**src/rtl/ipif_pkg.sv**
```systemverilog
// ipif_pkg: shared register-mode enum, mode field width and CE helper for IPIF blocks
package ipif_pkg;

    typedef enum logic [1:0] {
        RW    = 2'd0,
        RO    = 2'd1,
        W1C   = 2'd2,
        PULSE = 2'd3
    } reg_mode_e;

    localparam int IPIF_MODE_W = 2;

    function automatic logic is_onehot(input logic [63:0] v);
        return (v != '0) && ((v & (v - 64'd1)) == '0);
    endfunction

endpackage

```
**src/rtl/ipif_reg_slot.sv**
```systemverilog
// ipif_reg_slot: one register slot whose access mode is fixed by parameter
module ipif_reg_slot
    import ipif_pkg::*;
#(
    parameter int        DW        = 32,
    parameter reg_mode_e MODE      = RW,
    parameter int        PULSE_LEN = 1,
    parameter logic [DW-1:0] DEFAULT = '0
) (
    input  logic          clk,
    input  logic          i_rst_n,
    input  logic          i_wr,
    input  logic [DW-1:0] i_data,
    input  logic [DW/8-1:0] i_be,
    input  logic [DW-1:0] i_set,
    output logic [DW-1:0] o_q
);

    localparam int CW = $clog2(PULSE_LEN + 1);

    logic [DW-1:0] r_q;
    logic [CW-1:0] r_cnt;
    logic [DW-1:0] w_mask;
    logic [DW-1:0] w_clr;

    // expand byte enables into a bit mask
    always_comb begin
        w_mask = '0;
        for (int k = 0; k < DW/8; k++) w_mask[8*k +: 8] = {8{i_be[k]}};
    end

    assign w_clr = i_wr ? (i_data & w_mask) : '0;
    assign o_q   = r_q;

    // mode-specific update; set beats clear for W1C, counter times PULSE data
    always_ff @(posedge clk or negedge i_rst_n) begin
        if (!i_rst_n) begin
            r_q   <= (MODE == RW) ? DEFAULT : '0;
            r_cnt <= '0;
        end else if (MODE == W1C) begin
            r_q <= (r_q & ~w_clr) | i_set;
        end else if (MODE == RW && i_wr) begin
            r_q <= (r_q & ~w_mask) | (i_data & w_mask);
        end else if (MODE == PULSE && i_wr) begin
            r_q   <= i_data & w_mask;
            r_cnt <= CW'(PULSE_LEN);
        end else if (MODE == PULSE && r_cnt != '0) begin
            r_cnt <= r_cnt - CW'(1);
            if (r_cnt == CW'(1)) r_q <= '0;
        end
    end

endmodule

```
**src/rtl/ipif_register_bank.sv**
```systemverilog
// ipif_register_bank: IPIF slave register bank with per-register access modes
module ipif_register_bank
    import ipif_pkg::*;
#(
    parameter int C_S_AXI_DATA_WIDTH = 32,
    parameter int N_REG = 4,
    parameter logic [2*N_REG-1:0] REG_MODE = '0,
    parameter int PULSE_LEN = 1,
    parameter logic [N_REG*C_S_AXI_DATA_WIDTH-1:0] DEFAULTS = '0
) (
    input  logic                                 clk,
    input  logic                                 IPIF_bus2ip_resetn,
    input  logic [C_S_AXI_DATA_WIDTH-1:0]        IPIF_bus2ip_data,
    input  logic [C_S_AXI_DATA_WIDTH/8-1:0]      IPIF_bus2ip_be,
    input  logic [N_REG-1:0]                     IPIF_bus2ip_wrce,
    input  logic [N_REG-1:0]                     IPIF_bus2ip_rdce,
    output logic [C_S_AXI_DATA_WIDTH-1:0]        IPIF_ip2bus_data,
    output logic                                 IPIF_ip2bus_wrack,
    output logic                                 IPIF_ip2bus_rdack,
    output logic                                 IPIF_ip2bus_error,
    output logic [N_REG*C_S_AXI_DATA_WIDTH-1:0]  parameters_out,
    input  logic [N_REG*C_S_AXI_DATA_WIDTH-1:0]  parameters_in,
    input  logic [N_REG*C_S_AXI_DATA_WIDTH-1:0]  status_set,
    output logic [N_REG-1:0]                     reg_wr_stb,
    output logic [N_REG-1:0]                     reg_rd_stb,
    output logic                                 irq
);

    localparam int DW = C_S_AXI_DATA_WIDTH;

    logic          w_wr_ok;
    logic          w_rd_ok;
    logic [N_REG-1:0] w_wr;
    logic          w_ro_wr;
    logic          w_w1c_any;
    logic          w_err;
    logic [DW-1:0] w_rd_data;

    logic          r_wrack;
    logic          r_rdack;
    logic          r_err;
    logic [DW-1:0] r_data;
    logic [N_REG-1:0] r_wr_stb;
    logic [N_REG-1:0] r_rd_stb;
    logic          r_irq;

    assign w_wr_ok = is_onehot(64'(IPIF_bus2ip_wrce));
    assign w_rd_ok = is_onehot(64'(IPIF_bus2ip_rdce));

    for (genvar g = 0; g < N_REG; g++) begin : g_slot
        ipif_reg_slot #(
            .DW        (DW),
            .MODE      (reg_mode_e'(REG_MODE[IPIF_MODE_W*g +: IPIF_MODE_W])),
            .PULSE_LEN (PULSE_LEN),
            .DEFAULT   (DEFAULTS[g*DW +: DW])
        ) u_slot (
            .clk     (clk),
            .i_rst_n (IPIF_bus2ip_resetn),
            .i_wr    (w_wr[g]),
            .i_data  (IPIF_bus2ip_data),
            .i_be    (IPIF_bus2ip_be),
            .i_set   (status_set[g*DW +: DW]),
            .o_q     (parameters_out[g*DW +: DW])
        );
    end

    // CE decode, read mux and W1C summary; multi-hot CEs select nothing
    always_comb begin
        w_wr      = '0;
        w_ro_wr   = 1'b0;
        w_w1c_any = 1'b0;
        w_rd_data = '0;
        for (int i = 0; i < N_REG; i++) begin
            w_wr[i]    = w_wr_ok && IPIF_bus2ip_wrce[i] &&
                         (reg_mode_e'(REG_MODE[IPIF_MODE_W*i +: IPIF_MODE_W]) != RO);
            w_ro_wr    = w_ro_wr | (w_wr_ok && IPIF_bus2ip_wrce[i] &&
                         (reg_mode_e'(REG_MODE[IPIF_MODE_W*i +: IPIF_MODE_W]) == RO));
            w_w1c_any  = w_w1c_any | ((reg_mode_e'(REG_MODE[IPIF_MODE_W*i +: IPIF_MODE_W]) == W1C) &&
                         (|parameters_out[i*DW +: DW]));
            w_rd_data  = w_rd_data | ((w_rd_ok && IPIF_bus2ip_rdce[i]) ?
                         ((reg_mode_e'(REG_MODE[IPIF_MODE_W*i +: IPIF_MODE_W]) == RO) ?
                          parameters_in[i*DW +: DW] : parameters_out[i*DW +: DW]) : '0);
        end
    end

    assign w_err = ((|IPIF_bus2ip_wrce) && (!w_wr_ok || w_ro_wr)) ||
                   ((|IPIF_bus2ip_rdce) && !w_rd_ok);

    // bus response, strobes and irq all land one cycle after the CE cycle
    always_ff @(posedge clk or negedge IPIF_bus2ip_resetn) begin
        if (!IPIF_bus2ip_resetn) begin
            r_wrack  <= 1'b0;
            r_rdack  <= 1'b0;
            r_err    <= 1'b0;
            r_data   <= '0;
            r_wr_stb <= '0;
            r_rd_stb <= '0;
            r_irq    <= 1'b0;
        end else begin
            r_wrack  <= |IPIF_bus2ip_wrce;
            r_rdack  <= |IPIF_bus2ip_rdce;
            r_err    <= w_err;
            r_data   <= w_rd_data;
            r_wr_stb <= w_wr;
            r_rd_stb <= w_rd_ok ? IPIF_bus2ip_rdce : '0;
            r_irq    <= w_w1c_any;
        end
    end

    assign IPIF_ip2bus_wrack = r_wrack;
    assign IPIF_ip2bus_rdack = r_rdack;
    assign IPIF_ip2bus_error = r_err;
    assign IPIF_ip2bus_data  = r_data;
    assign reg_wr_stb        = r_wr_stb;
    assign reg_rd_stb        = r_rd_stb;
    assign irq               = r_irq;

endmodule

```
**config.mk**
```make
export PLATFORM = sky130hd
export DESIGN_NAME = ipif_register_bank
export DESIGN_NICKNAME = d
export VERILOG_FILES = /design/src/rtl/ipif_pkg.sv /design/src/rtl/ipif_reg_slot.sv /design/src/rtl/ipif_register_bank.sv
export SDC_FILE = /design/constraint.sdc
export NUM_CORES = 1
export LEC_CHECK = 0
export ABC_AREA = 1
export CORE_AREA = 8 8 178 180
export DETAILED_ROUTE_END_ITERATION = 16
export DIE_AREA = 0 0 186 188
export PLACE_DENSITY_LB_ADDON = 0.2
export SLEW_MARGIN = 20
export SYNTH_ARGS = -nofsm -noshare
export SYNTH_HDL_FRONTEND = slang
export SYNTH_SLANG_ARGS = --single-unit
```
**constraint.sdc**
```tcl
create_clock -name clk -period 2 [get_ports clk]
set_clock_uncertainty 0.2 [all_clocks]
set_input_delay 0.5 -clock clk [delete_from_list [all_inputs] [get_ports clk]]
set_output_delay 0.5 -clock clk [all_outputs]
set_load 0.005 [all_outputs]
```
== Word-level counts from Yosys, hierarchy flattened ==
Cells that the tools add are included.

* Reductions and logical operators: 21
* Mux-type cells: 5
* Add/subtract/negate cells: 2
* Bitwise logic cells: 15

{| class="wikitable"
|+ Operators with widths
! operator !! count
|-
| 32-bit OR || 7
|-
| 32-bit AND || 5
|-
| 4-bit by 64-bit AND with 64-bit output || 2
|-
| 64-bit logical NOT || 2
|-
| 32-bit two-way mux || 4
|-
| 32-bit inverter || 1
|-
| 1-bit logical AND || 12
|-
| 4-bit by 1-bit subtractor with 5-bit output, second input constant || 2
|-
| 4-bit nonzero test || 2
|-
| 4-bit OR reduction || 2
|-
| 4-bit two-way mux || 1
|-
| 1-bit logical NOT || 2
|-
| 1-bit logical OR || 1
|}

* Bits in registers: 171
* Bits of input ports: 302
* Word-level logic and storage cells: 53
* Output and inout port bits: 172

== Logic depth before layout (Yosys ltp) ==
* Depth after elaboration: 9
* Mapped depth: 8
* Gate-level depth less buffers: 5

== Cells and area by module ==
From an unflattened synthesis, not the netlist that was laid out.

* Cell total of the unflattened synthesis: 972
* Area, all modules: 8384.3 µm²

{| class="wikitable"
|+ Modules (own cells, without submodules)
! module !! area each (µm²) !! times used !! sequential area each (µm²) !! cells an instance
|-
| ipif_reg_slot || 1362.6 || 4 || 800.8 || 140
|-
| ipif_register_bank || 2934.1 || 1 || 1076.0 || 412
|}

== Least setup slack after synthesis ==
OpenSTA, ideal clock, no wires.

* Path kind: input to register
* Start: input port IPIF_bus2ip_wrce[3]
* End: register with a tool-made name
* Slack: 0.334 ns
* Cell stages on the path: 7
* Arrival: 1.345 ns
* Path buffers: 3
* Library setup time: 0.121 ns
* Path through: buf_6 nor2_8 buf_12 nand4_4 buf_6 nand2_1 o21ai_2

{| class="wikitable"
|+ RTL lines
! item !! RTL line !! text
|-
| from (decl) || ipif_register_bank.sv:15 || <nowiki>input logic [N_REG-1:0] IPIF_bus2ip_wrce,</nowiki>
|}

== Final worst setup path ==
* Start: register r_data[1] (netlist: IPIF_ip2bus_data[1])
* End: output port IPIF_ip2bus_data[1]

{| class="wikitable"
|+ RTL lines
! item !! RTL line !! text
|-
| from (decl) || ipif_register_bank.sv:42 || <nowiki>logic [DW-1:0] r_data;</nowiki>
|-
| from (signal assigned) || ipif_register_bank.sv:103 || <nowiki>r_data <= w_rd_data;</nowiki>
|-
| to (decl) || ipif_register_bank.sv:17 || <nowiki>output logic [C_S_AXI_DATA_WIDTH-1:0] IPIF_ip2bus_data,</nowiki>
|}

No word-level cell between the ends.

==> flow_metrics.env <==
export IMPL_status="complete, no violations"
export IMPL_ys_ff_latch=171
export IMPL_p_clk_frac=0.308
export IMPL_synthAdderAreaFrac=0
export IMPL_syn_area_um2=8150
export IMPL_drt_iter0_drc=392
export IMPL_yosys_area_share_simple=0.262
export IMPL_yosysTopAreaCell="dfrtp_1"
export IMPL_drc_errors=0
export IMPL_synthCells=870
export IMPL_vias=7245
export IMPL_fin_nets=1471
export IMPL_drv_slew=0
export IMPL_rsz0062_at_grt="no"
export IMPL_ant_nets=0
export IMPL_start_util=0.281
export IMPL_ff_latch_area_um2=4280
export IMPL_power_switching_share=0.306
export IMPL_synth_xor_area_frac=0
export IMPL_ys_warn_count=0
export IMPL_path_class="register to output port"
export IMPL_worstSkewPairLatency_ns=0.42
export IMPL_syn_nets=1172
export IMPL_cts_tree="built"
export IMPL_cts_buffers_inserted=17
export IMPL_dieArea_um2=35000
export IMPL_io_buffers=216
export IMPL_grt_antenna_before_repair=4
export IMPL_post_route_period_util=0.974
export IMPL_synth_common_cells="nand2_1 (231), dfrtp_1 (171), nand4_1 (128), inv_1 (108), o21ai_2 (58)"
export IMPL_cp_arrival_ns=1.25
export IMPL_min_period_ns=1.95
export IMPL_finalCoreUtilization=0.417
export IMPL_gp_congestion=0.773
export IMPL_clock_sinks=171
export IMPL_endpoint_kind="output port"
export IMPL_ios=474
export IMPL_grt_pass1_wl_um=43500
export IMPL_synth_area_leaders="dfrtp_1 (53%), nand2_1 (11%), nand4_1 (9.8%)"
export IMPL_grt_use_total=0.162
export IMPL_cp_start_kind="register"
export IMPL_routed_wl_um=28000
export IMPL_grt_ovfl_total=0
export IMPL_ir_worst_vdd_mv=0.449
export IMPL_synth_top_family_by_area="simple AND/OR/NAND/NOR gates"
export IMPL_power_switching_mw=3.17
export IMPL_netlist_cell_type_count=20
export IMPL_critical_path_top_delay_family="buffers and inverters"
export IMPL_finalSetupViolCount=0
export IMPL_crit_chain="clkdlybuf4s50_1"
export IMPL_clk_pin_slew_ns=0.07
export IMPL_worstPathRequired_ns=1.30
export IMPL_min_path_type="register to register"
export IMPL_syn_avg_cell_area_um2=9.37
export IMPL_final_cells=1572
export IMPL_drt_wirelength_per_cell_um=17.8
export IMPL_grt_pass1_vias=7458
export IMPL_tns_ns=0
export IMPL_power_internal_mw=7.22
export IMPL_cts_htree_levels=4
export IMPL_diodes=0
export IMPL_grt_max_degree=42
export IMPL_avgViaCountPerCell=4.61
export IMPL_share_seq_of_total_power=0.425
export IMPL_final_hold_violation_count=0
export IMPL_crit_slowest_cell="clkdlybuf4s50_1"
export IMPL_synth_yosys_seq_area_share=0.525
export IMPL_multi_input_area_um2=3010
export IMPL_cap_violations=0
export IMPL_leakage_nw=6.53
export IMPL_syn2layout_area_growth_pct=48.5
export IMPL_worstMarginPinSlew_ns=0.839
export IMPL_synth_compound_area_frac=0.105
export IMPL_max_freq_ghz=0.514
export IMPL_chipHeight_um=188
export IMPL_synth_most_common_cell="nand2_1"
export IMPL_num_rows=63
export IMPL_cts_buffer_depth=2
export IMPL_async_reset_ff_frac=1.00
export IMPL_pwr_share_comb=0.267
export IMPL_final_area_um2=12100
export IMPL_yosys_mux_area_fraction=0
export IMPL_die_x_um=186
export IMPL_placed_cells=1465
export IMPL_synth_top_area_share=0.525
export IMPL_dr_pass1_iters=7
export IMPL_drive_gt1_frac=0.217
export IMPL_dpl_hpwl_um=19300
export IMPL_relSlewSlack=0.440
export IMPL_placed_cell_area_um2=11100
export IMPL_crit_path_max_incr_delay_ns=0.50
export IMPL_power_mw=10.4
export IMPL_cts_root_buf="clkbuf_16"
export IMPL_p_per_area_nw_per_um2=858
export IMPL_regToRegSetupSlack_ns=0.86
export IMPL_crit_buf_inv=1
export IMPL_synthFlopType="dfrtp_1"
export IMPL_fillerInstances=2979
export IMPL_crit_fanout=1
export IMPL_synth_edf_count=0
export IMPL_fp_coreArea_um2=29000
==> final timing paths <==
kind                                      from                    to  cells past startpoint
hold / removal                        register              register                      2
max in group asynchronous   IPIF_bus2ip_resetn             async pin                      3
hold reg to reg                       register              register                      2
min in group asynchronous   IPIF_bus2ip_resetn   IPIF_ip2bus_data[4]                      2
setup reg to reg                      register  IPIF_ip2bus_data[30]                      6
setup / recovery           IPIF_ip2bus_data[1]   IPIF_ip2bus_data[1]                      1
==> routing by layer <==
| layer | global-route usage | part of all wire |
|---|---|---|
| met3 | 0.0395 | 0.063 |
| met2 | 0.266 | 0.48 |
| met1 | 0.211 | 0.45 |
| met4 | 0.0370 | 0.011 |
| met5 | 0 | 0.0016 |
==> metrics by stage <==
stage | hold slack [ns] | worst slack, ns
6_report | 0.306 | 0.0526
5_1_grt | 0.336 | 0.00108
4_1_cts | 0.308 | 0.00255
3_5_place_dp | 0.275 | -0.236
3_3_place_gp | 0.273 | -0.182
2_1_floorplan | 0.00441 | 0.334
==> layout make-up <==
cell class,instances,area share
timing repair buffer,345,0.276
clock buffer,20,0.0377
inverter,112,0.0347
multi-input combinational,522,0.249
tap,390,0.0403
clock inverter,12,0.00868
sequential,171,0.353
==> power groups by stage <==
stage / clock network [mW] / registers (mW) / logic (mW)
after floorplan: 0 / 4.55 / 0.859
after global placement: 0 / 4.59 / 2.62
after detailed placement: 0 / 4.59 / 2.66
after CTS: 3.32 / 4.42 / 2.83
after global routing: 3.47 / 4.49 / 3.06
final: 3.20 / 4.41 / 2.77
==> cells by family after synthesis <==
logic type | count (synthesis)
buffers and inverters | 177
and+or+nand+nor | 393
AOI/OAI and AO/OA | 128
other | 1
DFF | 171
==> worst register-to-register path: stages (launching register included) <==
cell	delay [ns]
dfrtp_1	0.37
buf_4	0.13
buf_4	0.12
nand4_1	0.07
nand2_1	0.05
inv_1	0.04
nand2_1	0.04
==> cells in the final DEF (no fill, tap or decap), drive strengths merged <==
master and n:
nand2 237, dfrtp 171, nand4 144, dlygate4sd2 135, buf 132, o21ai 128
inv 117, clkdlybuf4s50 57, clkbuf 21, dlymetal6s2s 19, nand3 8, clkinvlp 4
nor2 4, clkinv 3, conb 1, dlygate4sd3 1
==> what timing repair did <==
item                                    4_1_cts  5_1_grt
endpoints found under the setup margin      141       19
buffers inserted                             73        1
hold endpoints to repair                     34        0
gates resized for setup                     135       19
hold buffers                                  1        0
Power figures use the tool's default switching activity.
